### src/rtl/switch_bounce_gen.sv
// -----------------------------------------------------------------------------
// switch_bounce_gen
//
// Emulates a bouncing mechanical switch for self-test and loopback builds.
// A clean level request produces one edge on sw_out, then a pseudo-random
// burst of glitch pairs (each pair is one segment at the target level followed
// by one segment at the opposite level), then a stable settle period at the
// target level. A one-cycle done pulse marks the end of the settle period.
//
// Ports:
//   clk        in   system clock, all logic on posedge
//   rst_n      in   asynchronous active-low reset
//   req_valid  in   a new target level is offered
//   req_level  in   target switch level
//   req_ready  out  idle, a request is accepted on this edge if req_valid
//   sw_out     out  emulated switch line (registered)
//   busy       out  a request is in progress (inverse of req_ready)
//   done       out  one-cycle pulse when the settle period completes
//
// Randomness comes from a 16-bit Galois LFSR (taps 16'hB400) that advances
// every cycle, idle or busy, so the waveform depends on the cycle of
// acceptance as well as on the seed.
// -----------------------------------------------------------------------------
module switch_bounce_gen #(
    parameter int          CLK_CYCLES       = 50_000_000,
    parameter int          SETTLE_CYCLES    = CLK_CYCLES / 50,
    parameter int          GLITCH_MIN       = 2,
    parameter int          GLITCH_SPAN_LOG2 = 2,
    parameter int          PAIRS_MAX        = 3,
    parameter logic [15:0] SEED             = 16'hACE1,
    parameter logic        INIT_LEVEL       = 1'b1
) (
    input  logic clk,
    input  logic rst_n,
    input  logic req_valid,
    input  logic req_level,
    output logic req_ready,
    output logic sw_out,
    output logic busy,
    output logic done
);

    // Longest value the segment counter ever has to hold: either the settle
    // period or the longest possible glitch segment.
    localparam int GLITCH_LONGEST = GLITCH_MIN + (1 << GLITCH_SPAN_LOG2);
    localparam int CNT_MAX        = (SETTLE_CYCLES > GLITCH_LONGEST) ? SETTLE_CYCLES
                                                                     : GLITCH_LONGEST;
    localparam int CNT_W          = $clog2(CNT_MAX + 1);

    localparam logic [15:0]      LFSR_TAPS   = 16'hB400;
    localparam logic [3:0]       PAIRS_CAP   = 4'(PAIRS_MAX);
    localparam logic [CNT_W-1:0] SETTLE_LOAD = CNT_W'(SETTLE_CYCLES);
    localparam logic [CNT_W-1:0] GLITCH_BASE = CNT_W'(GLITCH_MIN);
    localparam logic [CNT_W-1:0] CNT_ONE     = CNT_W'(1);

    typedef enum logic [1:0] {
        S_IDLE,
        S_GLITCH_ON,
        S_GLITCH_OFF,
        S_SETTLE
    } state_t;

    state_t           state_q,  state_d;
    logic             sw_q,     sw_d;
    logic             target_q, target_d;
    logic [3:0]       pairs_q,  pairs_d;
    logic [CNT_W-1:0] cnt_q,    cnt_d;
    logic [15:0]      lfsr_q,   lfsr_d;
    logic             done_q,   done_d;

    logic             accept;
    logic [3:0]       lfsr_pairs;
    logic [CNT_W-1:0] seg_len;

    // -------------------------------------------------------------------------
    // Handshake and random draws
    // -------------------------------------------------------------------------
    assign req_ready = (state_q == S_IDLE);
    assign busy      = ~req_ready;
    assign accept    = req_valid && req_ready;

    // Glitch pair count is clipped, not wrapped, so large nibbles all map to
    // the maximum burst.
    assign lfsr_pairs = (lfsr_q[7:4] > PAIRS_CAP) ? PAIRS_CAP : lfsr_q[7:4];

    // Length of the segment being entered on this edge.
    assign seg_len = GLITCH_BASE + CNT_W'(lfsr_q[GLITCH_SPAN_LOG2-1:0]);

    // Right-shifting Galois LFSR; a non-zero seed never reaches zero.
    always_comb begin
        lfsr_d = {1'b0, lfsr_q[15:1]};
        if (lfsr_q[0]) begin
            lfsr_d = lfsr_d ^ LFSR_TAPS;
        end
    end

    // -------------------------------------------------------------------------
    // Next-state logic
    // -------------------------------------------------------------------------
    always_comb begin
        state_d  = state_q;
        sw_d     = sw_q;
        target_d = target_q;
        pairs_d  = pairs_q;
        cnt_d    = cnt_q;
        done_d   = 1'b0;

        case (state_q)
            S_IDLE: begin
                if (accept) begin
                    target_d = req_level;
                    sw_d     = req_level;
                    // No level change means no edge and therefore no bounce.
                    if ((req_level != sw_q) && (lfsr_pairs != 4'd0)) begin
                        pairs_d = lfsr_pairs;
                        cnt_d   = seg_len;
                        state_d = S_GLITCH_ON;
                    end else begin
                        pairs_d = 4'd0;
                        cnt_d   = SETTLE_LOAD;
                        state_d = S_SETTLE;
                    end
                end
            end

            S_GLITCH_ON: begin
                if (cnt_q <= CNT_ONE) begin
                    sw_d    = ~target_q;
                    cnt_d   = seg_len;
                    state_d = S_GLITCH_OFF;
                end else begin
                    cnt_d = cnt_q - CNT_ONE;
                end
            end

            S_GLITCH_OFF: begin
                if (cnt_q <= CNT_ONE) begin
                    sw_d    = target_q;
                    pairs_d = pairs_q - 4'd1;
                    if (pairs_q > 4'd1) begin
                        cnt_d   = seg_len;
                        state_d = S_GLITCH_ON;
                    end else begin
                        cnt_d   = SETTLE_LOAD;
                        state_d = S_SETTLE;
                    end
                end else begin
                    cnt_d = cnt_q - CNT_ONE;
                end
            end

            S_SETTLE: begin
                if (cnt_q <= CNT_ONE) begin
                    // done and req_ready both become visible in the next cycle,
                    // so a request offered then is accepted back-to-back.
                    done_d  = 1'b1;
                    cnt_d   = '0;
                    state_d = S_IDLE;
                end else begin
                    cnt_d = cnt_q - CNT_ONE;
                end
            end

            default: begin
                state_d = S_IDLE;
                cnt_d   = '0;
                pairs_d = 4'd0;
            end
        endcase
    end

    // -------------------------------------------------------------------------
    // State registers
    // -------------------------------------------------------------------------
    always_ff @(posedge clk or negedge rst_n) begin
        if (!rst_n) begin
            state_q  <= S_IDLE;
            sw_q     <= INIT_LEVEL;
            target_q <= INIT_LEVEL;
            pairs_q  <= 4'd0;
            cnt_q    <= '0;
            lfsr_q   <= SEED;
            done_q   <= 1'b0;
        end else begin
            state_q  <= state_d;
            sw_q     <= sw_d;
            target_q <= target_d;
            pairs_q  <= pairs_d;
            cnt_q    <= cnt_d;
            lfsr_q   <= lfsr_d;
            done_q   <= done_d;
        end
    end

    assign sw_out = sw_q;
    assign done   = done_q;

endmodule

### config.mk
export PLATFORM = sky130hd
export DESIGN_NAME = switch_bounce_gen
export DESIGN_NICKNAME = d
export VERILOG_FILES = /design/src/rtl/switch_bounce_gen.sv
export SDC_FILE = /design/constraint.sdc
export NUM_CORES = 1
export LEC_CHECK = 0
export BUFFER_PORTS_ARGS = -buffer_cell sky130_fd_sc_hd__buf_2
export CELL_PAD_IN_SITES_DETAIL_PLACEMENT = 1
export CELL_PAD_IN_SITES_GLOBAL_PLACEMENT = 2
export CORE_MARGIN = 5
export CORE_UTILIZATION = 37
export DETAILED_ROUTE_END_ITERATION = 8
export PLACE_DENSITY_LB_ADDON = 0.12
export SLEW_MARGIN = 20
export SYNTH_ARGS = -nofsm -noshare
export SYNTH_HDL_FRONTEND = slang
export SYNTH_SLANG_ARGS = --single-unit
### constraint.sdc
create_clock -name clk -period 2.61 [get_ports clk]
set_clock_uncertainty 0.2 [all_clocks]
set_input_delay 0.261 -clock clk [delete_from_list [all_inputs] [get_ports clk]]
set_output_delay 0.261 -clock clk [all_outputs]
set_load 0.05 [all_outputs]
Yosys cells after proc, flatten, opt, wreduce, memory -nomap -nowiden
Cells that the tools add are included.
{"block": "totals", "output_inout_bits": 4, "word_cells": 60, "inputBits": 4, "reg_bits": 45}
{"block": "classes", "eq_ne": 8, "mux": 26, "n_reduce_logical": 10, "addsub": 3, "bitwise": 3, "order_cmp": 3}
{"op": "20-bit two-way mux", "n": 6}
{"op": "20-bit one-hot mux with 4 select lines", "n": 1}
{"op": "20-bit by 1-bit less-or-equal comparator with 1-bit output (second input constant)", "n": 1}
{"op": "20-bit by 1-bit subtractor with 20-bit output (second input constant)", "n": 1}
{"op": "16-bit two-way mux", "n": 1}
{"op": "4-bit two-way mux", "n": 4}
{"op": "2-bit two-way mux", "n": 6}
{"op": "2-bit one-hot mux with 4 select lines", "n": 1}
{"op": "4-bit one-hot mux with 2 select lines", "n": 1}
{"op": "4-bit AND reduction", "n": 2}
{"op": "2-bit inequality test (second input constant)", "n": 3}
{"op": "1-bit two-way mux", "n": 5}
{"op": "2-bit equality test (second input constant)", "n": 2}
{"op": "4-bit by 1-bit > comparator with 1-bit output (second input constant)", "n": 1}
{"op": "4-bit by 2-bit > comparator with 1-bit output (second input constant)", "n": 1}
{"op": "3-bit inverter with 4-bit output", "n": 1}
{"op": "4-bit nonzero test", "n": 1}
{"op": "4-bit by 1-bit subtractor with 4-bit output (second input constant)", "n": 1}
{"op": "2-bit by 2-bit adder with 3-bit output (first input constant)", "n": 1}
{"op": "1-bit one-hot mux with 3 select lines", "n": 1}
{"op": "3-bit AND reduction", "n": 1}
{"op": "3-bit nonzero test", "n": 1}
{"op": "2-bit by 1-bit equality test with 1-bit output (second input constant)", "n": 1}
{"op": "1-bit logical AND", "n": 2}
{"op": "other kinds (6)", "n": 7}

Longest topological paths before layout
Gate-level depths: netlist (run 1).
{"block": "logic_depth", "ltp_word": 7, "depth_mapped": 9, "ltp_nobuf": 7}

Worst setup path before layout (run 1)
No wires, ideal clock.
{"block": "synth_timing", "path_kind": "register to register", "startpoint": "register state_q[0]", "endpoint": "register cnt_q[18]", "t_required_ps": 2327, "synth_period_minus_slack_ps": 2786, "stages_incl_launch_ff": 10, "t_arrival_ps": 2503, "slack_ps": -176, "cell_sequence": "dfrtp_1 inv_1 ha_1 clkbuf_1 inv_1 a31oi_1 buf_2 o21ai_0 a21boi_0 a22oi_2"}
{"block": "synth_between", "elab_chain_cells": 3, "word_cells_on_any_way": 7}
{"item": "from (decl)", "line": "63", "rtl": "state_t state_q, state_d;"}
{"item": "from (signal assigned)", "line": "185", "rtl": "state_q <= state_d;"}
{"item": "2-bit logical NOT (*)", "line": "78", "rtl": "assign req_ready = (state_q == S_IDLE);"}
{"item": "named net req_ready", "line": "37", "rtl": "output logic req_ready,"}
{"item": "1-bit logical AND", "line": "80", "rtl": "assign accept = req_valid && req_ready;"}
{"item": "2-bit by 1-bit inequality test with 1-bit output (no source line)"}
{"item": "to (signal assigned)", "line": "189", "rtl": "cnt_q <= cnt_d;"}
{"item": "to (decl)", "line": "67", "rtl": "logic [CNT_W-1:0] cnt_q, cnt_d;"}
Mark *: on every way through the listed nets, which the timed path passes. The rest lies on a longest branch.
A chain may end at the register's enable or synchronous reset.

Final worst setup path (run 1)
{"block": "layout_timing", "startpoint": "register cnt_q[10]", "endpoint": "register cnt_q[18]"}
{"block": "layout_between", "elab_chain_cells": 3, "word_cells_on_any_way": 6}
{"item": "20-bit by 1-bit subtractor with 20-bit output or 20-bit by 1-bit less-or-equal comparator with 1-bit output (tied branches)"}
{"item": "20-bit two-way mux (on tied branches)", "line": "153, 127, 137"}
{"item": "20-bit one-hot mux with 4 select lines (*)", "line": "108", "rtl": "case (state_q)"}
Mark *: on every way between the ends. The rest lies on a longest branch, timed or not.

==> out/summary.md, run 1 <==
In the synthesized netlist the async set-or-reset flop fraction comes to 100%. Clock sink count: 45. Clock tree synthesis selected as its root buffer the cell clkbuf_8.

Wires add up to 6.97 mm. Residual overflow from global routing: 0. For the netlist area before placement, the log shows 2510 um^2. Ranked by total cell area, the synthesized netlist is headed by dfrtp_1 (35%), dfstp_2 (10%), ha_1 (4.0%).

Counting flops with a built-in enable in the synthesized netlist gives 0. Clock period minus final worst setup slack: 2.56 ns. The tools report the net switching power figure as 1.93 mW. The flow ran to the end, and the final reports show no timing, DRC or antenna violations. Setup repair after global routing could not meet its margin everywhere. Before CTS, the worst setup slack after placement is 0.00790 ns.

Once detail routing completed, the nets flagged for antenna violations numbered 0. For the highest ir drop seen on vdd, the log shows 0.405 mV. Synthesis produced 250 cells. The repair_antennas step left the layout with diodes totalling 0. Relative to the synthesized area, the layout overhead comes to 20.8%. The nature of the critical path endpoint was a register. In the global route stage, overall resource usage came out at 17.5%.

In this run, the combinational gates consume 62.1% of the power. The measured slew at the worst slew-check pin came out at 0.658 ns. The synthesized design spends more area on one cell type than any other, namely dfrtp_1.

For the insertion delay to the later sink of the worst-skew pair, the log shows 0.31 ns. The run gives 24.9% as the fraction of power consumed by sequential logic. The fmax is 0.390 GHz, and the width of the die is 92.4 um. The path class of the tightest hold or removal check is in2reg. Of the post-synthesis cell area, the dominant cell type holds 34.8%. The clock network is responsible for 13.0% of the overall power.

The initial antenna violation count came out at 0. The switching part of the total power came out at 44.7%. The utilization after layout came out at 45.2%.

The post-detailed-route wirelength per cell was 18.9 um; the leakage dissipation was 1.35 nW. The H-tree was split into 2 levels. Setup slack on the critical path of the routed design comes to 0.0458 ns.

Headroom to the max-slew limit came out at 55.6%. The tools report the data required time at the worst endpoint as 2.63 ns. For the number of warning messages in the yosys log, the log shows 0. The logs give 6720 um^2 for the core footprint and 360 for the number of cells after detailed placement. Launching element type of the critical path: a register. Worst hold margin: 0.0342 ns. Pin placement for this block handled 8 I/O pins. The count of non-filler cells in the finished layout is 369, and the number of placement rows is 30. Measured along the y axis, the die boundary spans 92.4 um. Power spread over the standard cell area amounts to 1420 nW/um^2. After routing, the total negative slack on setup checks comes to 0 ns.

The run gives 262 as the net count after synthesis. The net total in the final layout is 300, and the mean number of vias per cell is 5.71. The logs give 8540 um^2 for the full die area and 37.4% for the effective utilization at floorplan. Clock tree synthesis inserted a total of 5 buffers. For the via count of the first global-routing pass, the log shows 2211.

The post-route netlist has 31.1% of its cells at a drive strength greater than 1. The detailed router placed 2107 vias in this run. The clock passes through at most 2 buffers.

The number of max-capacitance violations reported is 0, and the count of buffers inserted at the top-level ports is 7. The number of different library cells in the post-synthesis netlist came out at 62. The critical path is of the reg2reg type. The mean instance size in the synthesized netlist was 10.1 um^2; the worst-path maximum fanout was 3. Number of synthesized register bits: 45. For the maximum number of pins on one net before global-route repair, the log shows 46. The final number of setup-violating endpoints is 0, and the count of endpoints failing hold in the final timing report is 0. The logs give 81 for the initial detailed-routing violation count and 11.7 mm for the global-route wire length before repair. The number of DRC violations after detailed routing was 0; the clock edge transition at the registers on the reported setup and hold paths was 0.10 ns. TritonCTS built the clock tree. After legalization and detailed placement, the total HPWL measured 5.01 mm. Most instantiated flip-flop cell in the synthesis netlist: dfrtp_1. At the worst endpoint, the arrival time is 2.59 ns. The congestion estimate from routability-driven global placement came to 0.759.

Summing the sequential cell areas from Yosys gives 45.3% of the chip area. For this run, the detailed router's first-pass iteration total came to 4. Internal power comes to 2.38 mW.

The number of slew-limit violations in the final report is 0, and the final critical-path share of the clock period is 98.2%.
## registers in the layout, summed over array words and instances (netlist names)
signal    count
cnt_q        20
lfsr_q       16
pairs_q       4
target_q      1
sw_out        1
state_q       2
done          1
## cell families after synthesis
| family | synth area share [%] |
|---|---|
| compound gates | 22.7 |
| flops | 45.3 |
| fa+ha+maj | 3.98 |
| xor+xnor | 2.44 |
| simple gates | 19.6 |
| mux | 1.69 |
| buf+inv | 4.23 |
## cells in the mapped netlist, drive strengths merged (7+ instances only)
master	number
a21oi	12
clkbuf	7
dfrtp	35
dfstp	10
ha	8
inv	9
nand2	7
nor2	27
nor3	17
nor4	7
o21ai	18
o31a	9
or4	9
## metal layers
metal / up-vias / global-route usage [%] / part of all wire, %
met1: 1050 / 25.1 / 53
li1: 1029 / - / -
met5: - / 0 / 0
met3: 6 / 2.92 / 2.1
met2: 22 / 27.1 / 44
met4: 0 / 4.95 / 0.93
## critical path, stage by stage, from the launching register on
cell and delay, ns:
dfrtp_1 0.38, or4_4 0.55, buf_4 0.17, or4_4 0.49, or4_4 0.44, xor2_2 0.16, a22oi_2 0.11
## power by group through the flow
stage,combinational [mW],sequential [mW],clock (mW)
6_report,2.67,1.07,0.561
4_1_cts,2.62,1.06,0.583
5_1_grt,2.92,1.10,0.612
3_3_place_gp,2.58,1.07,0
2_1_floorplan,1.71,1.08,0
3_5_place_dp,2.60,1.08,0
## metrics by stage
stage,power (mW),area (um^2)
global placement,3.65,2860
global route,4.64,3040
CTS,4.27,2990
detailed placement,3.68,2860
floorplan,2.79,2530
finish,4.31,3040
## cells in the final DEF, fill, tap and decap left out, drive strengths merged, types with 3 or more instances in the layout
master	synthesis	layout
o21ai	18	18
nand3	4	4
or4	9	9
nand4	3	3
xor2	6	6
o31a	9	9
nand2	7	7
nor3	17	17
nor4	7	7
o22a	5	5
dfrtp	35	35
or2	4	4
a21oi	12	12
buf	5	42
dfstp	10	10
o31ai	3	3
a22o	5	5
clkbuf	7	5
nor2	27	27
ha	8	8
inv	9	10
## what timing repair did
item	in CTS	in global routing
endpoints found under the hold margin	35	0
gates resized for setup	0	11
setup endpoints to repair	0	16
hold buffers	1	0
setup buffers	0	0
## area by class of cell
cell class                      count  area, um^2
Inverter                            9        37.5
Sequential cell                    45        1140
Multi-Input combinational cell    184        1320
Fill cell                         763        3680
Clock inverter                      3        47.5
Clock buffer                        5        68.8
Tap cell                           80         100
Timing Repair Buffer               43         320
## worst paths after layout
path / from / end / slack (ns) / cells past startpoint
min: req_level / target_q / 0.03 / 2
max reg2reg: cnt_q[10] / cnt_q[18] / 0.05 / 6
min in group asynchronous: rst_n / pairs_q[1] / 0.34 / 3
max in group asynchronous: rst_n / cnt_q[19] / 1.45 / 3
max: cnt_q[10] / cnt_q[18] / 0.05 / 6
min reg2reg: lfsr_q[2] / lfsr_q[1] / 0.16 / 0
Note: power is estimated with default switching activity, not from simulation.
==> inputs of run 2 (changes only) <==
ABC_AREA = 1   (was default)
CORE_UTILIZATION = 34   (was 37)
==> run 2 against run 1 <==
Flip-flop and latch count unchanged. Final cell count increased by 16%. Total power decreased by 64%. Critical path type unchanged. Critical endpoint is now pairs_q[2]. Highest routed layer unchanged.
==> out/summary.md, run 2 <==
The share of final-layout standard cells stronger than drive strength 1 is 18.3%. The logs give 4.79 mm for the final HPWL from detailed placement and 2.37 ns for the data arrival time of the critical path. Synthesis instantiated 35 different standard cells from the library.

For the number of placement rows, the log shows 31. STA puts the critical path data required time at 2.61 ns. The register with the most flip-flops in the layout has 20 of them. The width of the die works out to 96.8 um. The run gives 2870 um^2 as the final instance area. The top cell types in the final layout, fill and taps aside, are nand2_1 (70), nor2_1 (35), dfrtp_1 (35), inv_1 (23). Once the clock tree was built, the resizer swapped 0 gates to a different size. Among cell families on the critical path, the largest total delay comes from simple AND/OR/NAND/NOR gates. The tools report the total clock buffers created by CTS as 5. The buffer count from post-CTS setup fixing was 0. The worst setup path is launched from a register. Setup repair after global routing left no endpoint under its margin. The run gives 2312 as the via count of the first global-routing pass.

In this run the biggest area consumer among cell types represents 34.2% of the synthesized area. The path class of the lowest-slack min-delay path was in2reg. The number of slew-limit violations in the final report was 0. The detailed router placed 2040 vias in this run.

8 I/O pins were placed. The headroom to the max-slew limit came out at 60.9%. Leaving out fill and tap cells, the most frequent cell in the layout is nand2_1. The clock period minus final worst setup slack was 2.38 ns; the highest ir drop seen on vdd was 0.234 mV.

Library cell with the largest summed area after synthesis: dfrtp_1. After synthesis the netlist holds a flip-flop and latch count of 45. Global routing finished with a remaining overflow of 0. The number of warning messages in the yosys log was 0; the post-detailed-route wirelength per cell was 15.0 um. For this run, the top clock speed supported by timing is 0.421 GHz.

cnt_q holds more flip-flops than any other register. TritonCTS built the clock tree. The tool flagged a number of max-cap violations equal to 0. The worst hold margin is 0.0584 ns. The run gives 0 ns as the accumulated negative setup slack.

In this run the worst path has a maximum fanout of 17. The insertion delay to the later sink of the worst-skew pair is 0.31 ns. The number of antenna diodes in the final layout is 0. Setup slack on the critical path of the routed design comes to 0.233 ns. The die covers 9380 um^2. Buffers inserted to repair hold after CTS numbered 2. In this design, the critical path's most frequently occurring cell is inv_2. Mean instance size in the synthesized netlist: 8.27 um^2. In this run the vertical extent of the chip is 96.8 um.

By area the synthesized netlist is led by dfrtp_1 (34%), dfstp_2 (10%), nand2_1 (10%). The number of buffers and inverters on the critical path is 3. The mean number of vias per cell works out to 4.78.

The most used flip-flop cell after synthesis is dfrtp_1. Compared with the post-synthesis result, the final layout area differs by 12.1%. The final critical-path share of the clock period was 91.1%.

Prior to clock tree synthesis, the placed netlist has a worst setup slack of 0.238 ns. The signal on the critical path passes through inv_1 > ha_1 > inv_2 > nor2_2 > inv_2 > nand2_4 > nor2_8 > nand2_1 > o21ai_0. The run finished with clean final reports.

Count of endpoints failing hold in the final timing report: 0. Entering global routing, the biggest net connects 46 pins. Ranked by instance count, the synthesized netlist is headed by nand2_1 (70), dfrtp_1 (35), nor2_1 (35), inv_1 (23).

The logs give 2560 um^2 for the netlist area before placement and 11.3 mm for the global-route wire length before repair. Among all cell types in the netlist, the one instantiated most often is nand2_1. Synthesis produced a netlist whose cell count is 310. Yosys mapped a number of flops with a built-in enable equal to 0. The largest registers in the layout are cnt_q (20), lfsr_q (16), pairs_q (4). The run gives 0 as the residual antenna-violating net count after detailed routing. CTS placed an instance of clkbuf_8 at the clock tree root. The worst setup path is captured at a register. The number of nets handed over by synthesis was 322.

CTS saw 45 sinks. For the initial antenna violation count, the log shows 0. For this run, design rule violations remaining after detail routing come to 0. The routability congestion estimate from global placement was 0.752. In the global route stage, overall resource usage came out at 14.7%. Input and output buffers added on the ports amount to 7. The number of search-and-repair iterations in the first detailed-routing pass is 4, and the clock edge transition at the registers on the reported setup and hold paths is 0.10 ns. In the final design database the tool counted 339 nets. The register area share after synthesis came out at 44.4%. Summed over all layers, the routed wires come to 6.40 mm. The run gives 1.27 nW as the leakage dissipation. After filler insertion, the fill cell instance count of the layout stands at 931.

No sink is reached through more buffers than the 2 on the longest clock path. After the first detailed-routing iteration, the DRC count stood at 51. For this run, asynchronously set or reset flops after synthesis account for 100%. The cell area after placement was 2740 um^2. The core region is 7290 um^2. In this run the number of H-tree levels came out at 2. On the worst path, the slowest cell contributes a delay of 0.42 ns. The measured slew at the worst slew-check pin is 0.587 ns, and the power per standard cell area is 546 nW/um^2.

The initial utilization of the core area, before any placement, comes to 35.2%. Setup violations remaining at the end of the flow were counted as 0. The worst setup path is of the reg2reg kind. The slowest stage of the critical path is the dfrtp_1 cell.
## run 2: cell types whose count changed after synthesis, sizes merged, moves of 6 or more
| cell | previous run | this run |
|---|---|---|
| inv | 9 | 29 |
| nand2 | 7 | 80 |
| nand3 | 4 | 18 |
| nor2 | 27 | 46 |
| nor3 | 17 | 5 |
| nor4 | 7 | 1 |
| o31a | 9 | 0 |
| or4 | 9 | 0 |
| xor2 | 6 | 16 |
## run 2: per-stage QoR
step / util [%] / total power [mW] / std cells
5_1_grt: 39.4 / 1.66 / 427
6_report: 39.4 / 1.57 / 427
2_1_floorplan: - / 0.957 / 310
3_5_place_dp: 37.5 / 1.02 / 417
4_1_cts: 39.4 / 1.60 / 427
3_3_place_gp: 37.5 / 1.02 / 417
## run 2: path summary, 6_finish.rpt
| path | slack, ns | to | cells after the start | start |
|---|---|---|---|---|
| hold / removal | 0.06 | cnt_q[18] | 3 | req_valid |
| setup reg to reg | 0.23 | pairs_q[2] | 9 | state_q[1] |
| setup / recovery | 0.23 | pairs_q[2] | 9 | state_q[1] |
| max in group asynchronous | 1.43 | lfsr_q[14] | 3 | rst_n |
| min in group asynchronous | 0.38 | done | 3 | rst_n |
| hold reg to reg | 0.14 | lfsr_q[2] | 0 | lfsr_q[3] |
## run 2: kinds of logic after synthesis
family,after synthesis,share of synthesized area (%)
xor gates and xnor gates,22,7.52
buffers and inverters,34,5.12
DFF,45,44.4
and+or+nand+nor,159,30.3
AOI/OAI and AO/OA,42,8.74
adders and majority gates,8,3.90
## run 2: worst reg2reg max path, stage by stage, from the launching register on
cell and delay, ns:
dfrtp_1 0.42, inv_1 0.12, ha_1 0.28, inv_2 0.14, nor2_2 0.39, inv_2 0.29, nand2_4 0.22, nor2_8 0.06
nand2_1 0.08, o21ai_0 0.08
## run 2: power breakdown
part	switching, mW	leakage [nW]	internal [mW]
Sequential	0.0740	0.498	0.748
Clock	0.274	0.0591	0.293
Combinational	0.104	0.710	0.0768
Total	0.452	1.27	1.12
## run 2: cell type report
class                      count  area, um^2  share of cell area [%]
timing repair buffer          13        85.1                    2.96
multi-input combinational    231        1290                    45.0
tap                           99         124                    4.31
clock inverter                 3        47.5                    1.65
inverter                      31         116                    4.05
clock buffer                   5        68.8                    2.39
sequential                    45        1140                    39.6
## run 2: per-layer routing
layer / GRT usage [%] / up-vias / wire length, um
met1: 18.2 / 994 / 2940
met4: 5.18 / 0 / 93
met2: 25.7 / 11 / 3280
met5: 0 / - / 0
met3: 2.45 / 7 / 83
li1: - / 1028 / -
==> inputs of run 3 (changes only) <==
CORE_UTILIZATION = 36   (was 34)
CTS_BUF_LIST = sky130_fd_sc_hd__clkbuf_8   (was default)
==> run 3 against run 2 <==
Total power grew 0.37%. Via count decreased by 0.93%. Combinational power is essentially flat. Critical endpoint is now pairs_q[1].
==> out/summary.md, run 3 (synthesized netlist as in run 2, its figures left out) <==
After clock tree synthesis, the clock-pin slew on the worst setup and hold paths is 0.10 ns. The worst setup path is launched from a register. The count of endpoints failing hold in the final timing report is 0. TritonCTS built the clock tree.

The largest registers in the layout are cnt_q (20), lfsr_q (16), pairs_q (4). 0 antenna diodes ended up in the layout. Together, buffers and inverters on the worst path number 3. For the pin with the worst max-slew slack, the measured transition is 0.576 ns.

Global-route wire length before repair: 10.6 mm. Share of final-layout standard cells stronger than drive strength 1: 18.1%. The top cell types in the final layout, fill and taps aside, are nand2_1 (70), nor2_1 (35), dfrtp_1 (35), inv_1 (23).

In the final routed layout, each cell accounts on average for 14.6 um. Standard cell with the maximum stage delay on the critical path: dfrtp_1. Headroom to the max-slew limit: 61.6%. The post-cts sizing count was 0; the worst hold margin was 0.00893 ns.

Among the stages of the critical path, the cell type that occurs most often is inv_2. The critical path goes through inv_1 > ha_1 > inv_2 > nor2_2 > inv_2 > nand2_4 > nor2_8 > nand2_1 > o21ai_1. The leakage dissipation was 1.26 nW; the final critical-path share of the clock period was 84.0%. From left edge to right edge, the die measures 94.4 um. The most flop-heavy register is cnt_q.

Setup repair after global routing left no endpoint under its margin. The worst-path maximum fanout came out at 17. The tools report the H-tree depth as 2.

The finished cells cover 2850 um^2. 8 I/O pins were placed. The initial utilization of the core area, before any placement, comes to 37.3%. Counting the fill cells in the layout gives 859.

The final HPWL from detailed placement is 4.58 mm, and the number of placement rows is 30. The congestion estimate from routability-driven global placement came to 0.739. The run finished with clean final reports. The initial antenna violation count is 0, and the total via count in the routed design is 2021.

After detailed routing, the wire length on met1 is 2.85 mm. Number of DRC violations after detailed routing: 0. The power per standard cell area is 552 nW/um^2. IR analysis of the VDD net gives a maximum drop of 0.360 mV. The path type of the worst setup path was reg2reg. The clock passes through at most 2 buffers.

Buffers inserted during clock tree synthesis total 5. For the worst setup path, the data required time is 2.60 ns. The clock sink count is 45. Once placement finished, the instance area stood at 2730 um^2.

The power consumption was 1.58 mW. Compared with the post-synthesis result, the final layout area differs by 11.3%. The worst path in the final design needs a cycle of 2.19 ns, including I/O delays and setup.

The tools report the detailed-routed wire length on met3 as 102 um. In this run the top signal layer used is met4. The die is 94.4 um tall. In this design, the largest share of critical-path delay is due to simple AND/OR/NAND/NOR gates. The tool flagged a number of max-cap violations equal to 0. The count of buffers inserted at the top-level ports was 7; the via count of the first global-routing pass was 2144.

After global routing the overflow that remains totals 0. Setup violations remaining at the end of the flow were counted as 0. The logs give 4 for the number of search-and-repair iterations in the first detailed-routing pass and 33 for the initial detailed-routing violation count. In the final timing run, aggregate negative setup slack is 0 ns. The run gives 6.16 mm as the final wirelength. The leading cell type in the layout, fill and taps excluded was nand2_1.

For the worst-skew pair, the clock arrives at the later sink with an insertion delay of 0.31 ns. STA classifies the critical path endpoint as a register. The number of slew-limit violations in the final report was 0. Timing would allow up to 0.456 GHz. Once detail routing completed, the nets flagged for antenna violations numbered 0. Entering global routing, the biggest net connects 46 pins. The flip-flop count of the largest register, all copies and words added is 20, and the net total in the final layout is 337.

The tools report the full die area as 8910 um^2. The worst hold path belongs to the class in2reg. Mean number of vias per cell: 4.79.

The tools report the core footprint as 6870 um^2. Global routing used 15.4% of the available tracks across all layers. The data arrival time of the critical path was 2.19 ns.

CTS root buffer: clkbuf_8. The routed length on met2 came out at 3.12 mm. On the worst path, the slowest cell contributes a delay of 0.41 ns.
==> run 3: layout make-up <==
class | instances | area [um^2] | share of cell area [%]
Clock buffer | 5 | 68.8 | 2.41
Clock inverter | 3 | 47.5 | 1.67
Inverter | 31 | 116 | 4.08
Multi-Input combinational cell | 231 | 1290 | 45.4
Sequential cell | 45 | 1140 | 39.9
Tap cell | 96 | 120 | 4.21
Timing Repair Buffer | 11 | 67.6 | 2.37
==> run 3: power by group <==
part / total [mW] / switching, mW / internal (mW)
Clock: 0.570 / 0.278 / 0.293
Combinational: 0.181 / 0.105 / 0.0759
Sequential: 0.824 / 0.0758 / 0.748
Total: 1.58 / 0.458 / 1.12
==> run 3: path summary, 6_finish.rpt <==
path	end	slack [ns]	startpoint	depth (start not counted)
setup / recovery	pairs_q[1]	0.42	state_q[0]	9
hold / removal	target_q	0.009	req_level	3
setup reg to reg	pairs_q[1]	0.42	state_q[0]	9
hold reg to reg	lfsr_q[8]	0.15	lfsr_q[9]	0
max in group asynchronous	lfsr_q[10]	1.44	rst_n	3
min in group asynchronous	cnt_q[7]	0.37	rst_n	3
==> run 3: worst min-delay path, cell delays in order <==
cell and delay, ns:
buf_2 0.11, inv_1 0.06, o21ai_0 0.08
==> run 3: per-layer routing <==
metal  track usage (%)  vias to the layer above
li1                  -                     1025
met1              18.6                      973
met2              27.9                       16
met3              2.71                        7
met4              4.69                        0
met5                 0                        -
==> run 3: through the flow <==
stage               util [%]  setup slack [ns]  instances
CTS                     41.5             0.383        422
detailed placement      39.7             0.398        413
finish                  41.5             0.418        422
global placement        39.7             0.515        413
floorplan                  -             0.198        310
global route            41.5             0.208        422
==> run 3: timing repair <==
| action | in CTS | in global routing |
|---|---|---|
| buffers inserted | 0 | 0 |
| hold endpoints to repair | 35 | 0 |
| hold buffers | 1 | 0 |
